===== src/rtl/serial_tx.sv =====
// Framed serial transmitter: start bit, WIDTH data bits LSB first, stop bit.
// Each bit is held CLKS_PER_BIT cycles; a word is accepted over VALID/READY in IDLE only.
module serial_tx #(
  parameter int WIDTH        = 8,
  parameter int CLKS_PER_BIT = 4
) (
  input  logic             CLK,
  input  logic             RST,
  input  logic [WIDTH-1:0] DIN,
  input  logic             VALID,
  output logic             READY,
  output logic             TXD,
  output logic             BUSY,
  output logic             DONE
);

  localparam int TW = (CLKS_PER_BIT > 1) ? $clog2(CLKS_PER_BIT) : 1;
  localparam int BW = (WIDTH > 1) ? $clog2(WIDTH) : 1;
  localparam logic [TW-1:0] TICK_LAST = TW'(CLKS_PER_BIT - 1);
  localparam logic [BW-1:0] BIT_LAST  = BW'(WIDTH - 1);

  typedef enum logic [1:0] {S_IDLE, S_START, S_DATA, S_STOP} state_t;

  state_t           r_state;
  logic [WIDTH-1:0] r_shreg;
  logic [TW-1:0]    r_tick;
  logic [BW-1:0]    r_bit;
  logic             r_txd;
  logic             r_done;
  logic             w_wrap;

  assign w_wrap = (r_tick == TICK_LAST);

  always_ff @(posedge CLK or posedge RST) begin
    if (RST) begin
      r_state <= S_IDLE;
      r_shreg <= '0;
      r_tick  <= '0;
      r_bit   <= '0;
      r_txd   <= 1'b1;
      r_done  <= 1'b0;
    end else begin
      r_done <= 1'b0;
      if (r_state != S_IDLE) r_tick <= w_wrap ? '0 : r_tick + TW'(1);
      case (r_state)
        S_IDLE: if (VALID) begin
          r_state <= S_START;
          r_shreg <= DIN;
          r_txd   <= 1'b0;
          r_tick  <= '0;
        end
        // The shift register always presents the next bit to send at bit 0.
        S_START: if (w_wrap) begin
          r_state <= S_DATA;
          r_txd   <= r_shreg[0];
          r_shreg <= r_shreg >> 1;
          r_bit   <= '0;
        end
        S_DATA: if (w_wrap) begin
          if (r_bit == BIT_LAST) begin
            r_state <= S_STOP;
            r_txd   <= 1'b1;
          end else begin
            r_bit   <= r_bit + BW'(1);
            r_txd   <= r_shreg[0];
            r_shreg <= r_shreg >> 1;
          end
        end
        S_STOP: if (w_wrap) begin
          r_state <= S_IDLE;
          r_done  <= 1'b1;
        end
        default: r_state <= S_IDLE;
      endcase
    end
  end

  assign READY = (r_state == S_IDLE);
  assign BUSY  = (r_state != S_IDLE);
  assign TXD   = r_txd;
  assign DONE  = r_done;

endmodule


===== config.mk =====
export PLATFORM = sky130hd
export DESIGN_NAME = serial_tx
export DESIGN_NICKNAME = d
export VERILOG_FILES = /design/src/rtl/serial_tx.sv
export SDC_FILE = /design/constraint.sdc
export NUM_CORES = 1
export LEC_CHECK = 0
export CAP_MARGIN = 10
export CORE_MARGIN = 2
export CORE_UTILIZATION = 52
export CTS_CLUSTER_DIAMETER = 40
export DETAILED_ROUTE_END_ITERATION = 10
export HOLD_SLACK_MARGIN = 0.08
export PLACE_DENSITY_LB_ADDON = 0.3
export SYNTH_ARGS = -nofsm -noshare
export SYNTH_HDL_FRONTEND = slang
export SYNTH_SLANG_ARGS = --single-unit

===== constraint.sdc =====
create_clock -name CLK -period 2.5 [get_ports CLK]
set_clock_uncertainty 0.1 [all_clocks]
set_input_delay 0.5 -clock CLK [delete_from_list [all_inputs] [get_ports CLK]]
set_output_delay 0.5 -clock CLK [all_outputs]
set_load 0.02 [all_outputs]

======== After elaboration in Yosys (flattened, before gate mapping) ========
Index checks and enable logic that the tools add are counted.
word-level totals
  register bits after elaboration ......... 17
  bits of input ports ..................... 11
  output and inout port bits .............. 4
  logic and storage cells ................. 53
cells by class
  add/subtract/negate cells ............... 2
  equal/unequal tests ..................... 11
  muxes and demuxes ....................... 26
  reduce and logical (&&, ||, !) cells .... 8
operators with widths
  kind                   count
  $mux W8                4
  $pmux W8 S3            1
  $mux W2                9
  $ne A2 B2 Y1 const B   6
  $reduce_and A5 Y1      2
  $mux W3                3
  $pmux W2 S4            1
  $reduce_and A4 Y1      2
  $eq A2 B2 Y1 const B   3
  $mux W1                6
  $pmux W3 S2            1
  $reduce_bool A2 Y1     2
  $add A3 B1 Y3 const B  1
  $eq A3 B3 Y1 const B   1
  $pmux W1 S3            1
  $reduce_bool A3 Y1     1
  $add A2 B1 Y2 const B  1
  $eq A2 B1 Y1 const B   1
  $logic_not A2 Y1       1

======== Logic depth before layout (Yosys ltp) ========
  depth after elaboration ................. 5
  mapped depth ............................ 5
  depth with buffers taken out ............ 5

======== Worst setup path after synthesis ========
OpenSTA, ideal clock, no wires.
  path kind ............................... register to register
  start point ............................. reg r_state[1]
  end point ............................... reg r_shreg[0]
  setup time .............................. 0.125 ns
  arrival time ............................ 1.657 ns
  required time ........................... 2.275 ns
  path slack .............................. 0.618 ns
  cell stages (with the launch flop) ...... 6
  buffers on the path ..................... 1
  clock period less this slack ............ 1.882 ns
  cell sequence ........................... dfrtp_1 -> inv_1 -> ha_1 -> buf_1 -> mux2_2 -> mux2_4
between the ends
  cells in the longest elaborated chain, start to end .. 3
  elaborated cells on any way between the ends .. 10
  classes of those cells .................. eq/ne: 6; mux: 1; reduce/logical: 3
RTL lines
  what                                                                 RTL line  RTL
  from (decl)                                                          24        state_t r_state;
  from (signal assigned)                                               36        r_state <= S_IDLE;
  from (signal assigned)                                               47        r_state <= S_START;
  from (signal assigned)                                               54        r_state <= S_DATA;
  $eq A2 B2 Y1, or another cell as far along                           45        case (r_state)
  $ne A2 B2 Y1 (no source line) or $reduce_bool A3 Y1 (tied branches)  n/a
  $reduce_and A5 Y1 (no source line)                                   n/a
  to (signal assigned)                                                 56        r_shreg <= r_shreg >> 1;
  to (signal assigned)                                                 66        r_shreg <= r_shreg >> 1;
  to (decl)                                                            25        logic [WIDTH-1:0] r_shreg;
Parallel ways exist; a longest one is shown, timed or not.
A chain may end at the register's enable or synchronous reset.

======== Worst setup path after layout ========
  start point ............................. reg r_state[0]
  end point ............................... out BUSY
between the ends
  cells in the longest elaborated chain, start to end .. 1
RTL lines
  what                RTL line  RTL
  $reduce_bool A2 Y1  79        assign BUSY = (r_state != S_IDLE);
  to (decl)           13        output logic BUSY,
No other way between the ends.

==> summary.txt <==
Pwr
  • Sw Share: 36.7%
  • Clock power frac: between 8 and 9%
  • P per Cell Area: 1440 nW/µm²
  • Reg power frac: 28.4%
  • IR Drop Worst-Case VDD: ~1.0 mV
  • Switching pwr: 0.647 mW
  • Leak: 0.557 nW
  • Pint: 1.11 mW
  • Combinational share of power: 63.4%

Setup path
  • Critical R2R Launch: r_state[0]
  • R2r worst-path depth: 5
  • Startpoint Class: flip-flop
  • Setup Crit Path Kind: flip-flop to output pin
  • Critical path endpoint category: output pin
  • Critical Path Max Stage Delay: 0.61 ns
  • CP startpoint: r_state[0]
  • CP Cell Sequence: inv_1 > ha_1 > inv_1 > clkdlybuf4s50_1
  • CP dominant cell by count: inv_1
  • Worst EP arrival: around 1.8 ns
  • Worst reg2reg setup slack: 0.48 ns
  • Max FO, Critical Path: 6
  • Required time of the critical path: 1.90 ns
  • CP max-delay cell: clkdlybuf4s50_1
  • Worst reg2reg path endpoint: r_shreg[3]

Detailed routing
  • DRC Markers: 0
  • Wire length per cell: 13.2 µm
  • First-pass DRT Iterations: 4
  • Routed Antenna Nets: 0
  • Total Routed Length: 1.66 mm
  • Detailed Route Iter0 Violations: 13
  • Vias per inst: 5.30
  • Routed via count: 668

Floorplanning
  • Chip height: 48.4 µm
  • Starting Density: a little over half
  • IO Count: 15
  • Die W: ~48 µm
  • Full die area: 2340 µm²
  • Core area: 1900 µm²
  • Floorplan row count: 16

Clock tree
  • TritonCTS buffer count: 3
  • Clock transition at path regs: 0.10 ns
  • Clk sinks: 17
  • H-tree levels: 1
  • Clock Path Buffers: 2
  • Clock Latency Late Sink: 0.28 ns
  • CTS tree: done
  • Postcts setup bufs: 0
  • Root buf cell: clkbuf_4

Hold path
  • WHS Endpoint: r_tick[0]
  • Hold Crit Start: r_tick[0]
  • HP Class: flip-flop to flip-flop
  • Worst hold stages: 1

Outcome
  • Status: finished, final reports clean

Placed design
  • Number of buffers added on ports: 14
  • RD Place Congestion: roughly 0.81
  • Inst Count DP: 122
  • DP Area: 1200 µm²
  • DP Wirelength: between 1 and 1.5 mm

Synthesis
  • Top cell type's share of synthesized area: 39.0%
  • Cell Area, Synth: about 1000 µm²
  • Post-synthesis sequential area ratio: 41.6%
  • EDFF count, synth: 0
  • Top FF cell, synth: dfrtp_1
  • Synth unique cells: 27
  • Syn avg cell area: 12.5 µm²
  • Async S/R FF share, synth: 100%
  • Largest area contributor in the netlist: dfrtp_1
  • Main area contributors after synthesis: dfrtp_1 39%, ha_1 12%, mux2_4 12%, mux2_2 9.9%, dfstp_2 2.6%
  • Synth Register Bits: 17
  • Synth Instances: 82
  • Mapped Nets: 103
  • Ys Warns: 0

STA
  • Final hold violation count: 0
  • Final Setup Violations: 0
  • RSZ-0062 raised after global routing: no
  • Max Fclk: about 0.42 GHz
  • Tcrit/Tclk final: 96.0%
  • Max Transition Viols Final: 0
  • Final min period: 2.40 ns
  • Total negative slack: 0 ns
  • Worst-margin pin slew: between 0.6 and 0.7 ns
  • Worst slew margin: 57.3%

GRT
  • First-pass GRT wire length: 2.96 mm
  • Largest net degree at the start of global routing: 18
  • Number of global-route vias before repair: 667
  • Gr usage total: 16.2%
  • Total grt overflow: 0
  • Initial antenna violation count: 0

Finish
  • Final Cell Area: 1220 µm²
  • Share of cells above drive strength 1: 29.3%
  • Commonest non-fill, non-tap cell in the layout: dfrtp_1
  • Number of diodes: 0
  • Final non-filler cell total: 126
  • Most frequent cells in the layout: 15 x dfrtp_1, 14 x clkdlybuf4s50_1, 10 x ha_1
  • Fin util: 64.3%
  • Area Overhead vs Synth: 19.3%
  • Layout Nets: 121

Job
  • Max_cap viols: 0
-- cell families after synthesis --
group	Yosys count	synth area share, %
simple gates	16	10.2
compound gates	16	12.2
buf+inv	6	2.19
fa+ha+maj	10	12.2
flops	17	41.6
mux	17	21.6
-- area by class of cell --
cell class	instances	area (µm²)
Fill cell	150	678
Inverter	5	18.8
Multi-Input combinational cell	59	577
Sequential cell	17	428
Clock buffer	4	26.3
Timing Repair Buffer	14	140
Tap cell	27	33.8
-- critical path: cells and delay by family (launching register included) --
family / cells / cell delay, ns
buffers and inverters: 3 / 0.82
adders and majority gates: 1 / 0.28
DFF: 1 / 0.41
-- through the flow --
stage / setup slack [ns] / hold slack, ns / total power [mW]
6_report: 0.0998 / 0.403 / 1.76
3_3_place_gp: 0.466 / 0.379 / 1.58
5_1_grt: 0.00902 / 0.431 / 1.90
4_1_cts: 0.0929 / 0.408 / 1.77
3_5_place_dp: 0.422 / 0.393 / 1.62
2_1_floorplan: 0.618 / 0.325 / 1.39
-- state kept, by name (all words and copies together), names as in the netlist --
name and cells:
r_bit 3, DONE 1, r_tick 2, r_state 2
r_shreg 8, TXD 1
-- power by group through the flow --
stage | clock (mW) | sequential (mW) | combinational [mW]
final | 0.145 | 0.499 | 1.11
after global routing | 0.163 | 0.517 | 1.22
after CTS | 0.147 | 0.495 | 1.13
after detailed placement | 0 | 0.500 | 1.12
after global placement | 0 | 0.491 | 1.09
after floorplan | 0 | 0.484 | 0.911
-- timing repair --
item | CTS | global route
gates resized for setup | 0 | 1
hold buffers | 0 | 0
setup endpoints to repair | 0 | 1
-- synth_stat cells, drive strengths merged (2+ instances only) --
library cell,number
a21boi,2
dfrtp,16
nand2,4
o21ai,4
nor3,2
nand2b,2
mux2,17
a22o,3
nor2b,3
inv,5
ha,10
-- per-layer routing --
| layer | share of wire [%] | vias to the layer above | global-route usage, % |
|---|---|---|---|
| li1 | - | 327 | - |
| met1 | 48 | 322 | 21.8 |
| met2 | 48 | 16 | 27.1 |
| met3 | 2.8 | 3 | 2.78 |
| met4 | 1.0 | 0 | 4.29 |
| met5 | 0 | - | 0 |
-- worst max path at each step --
stage / to
after floorplan: r_shreg[0]
after global placement: BUSY
after detailed placement: BUSY
after CTS: BUSY
after global routing: BUSY
final: BUSY
(Power assumes the default switching activity.)
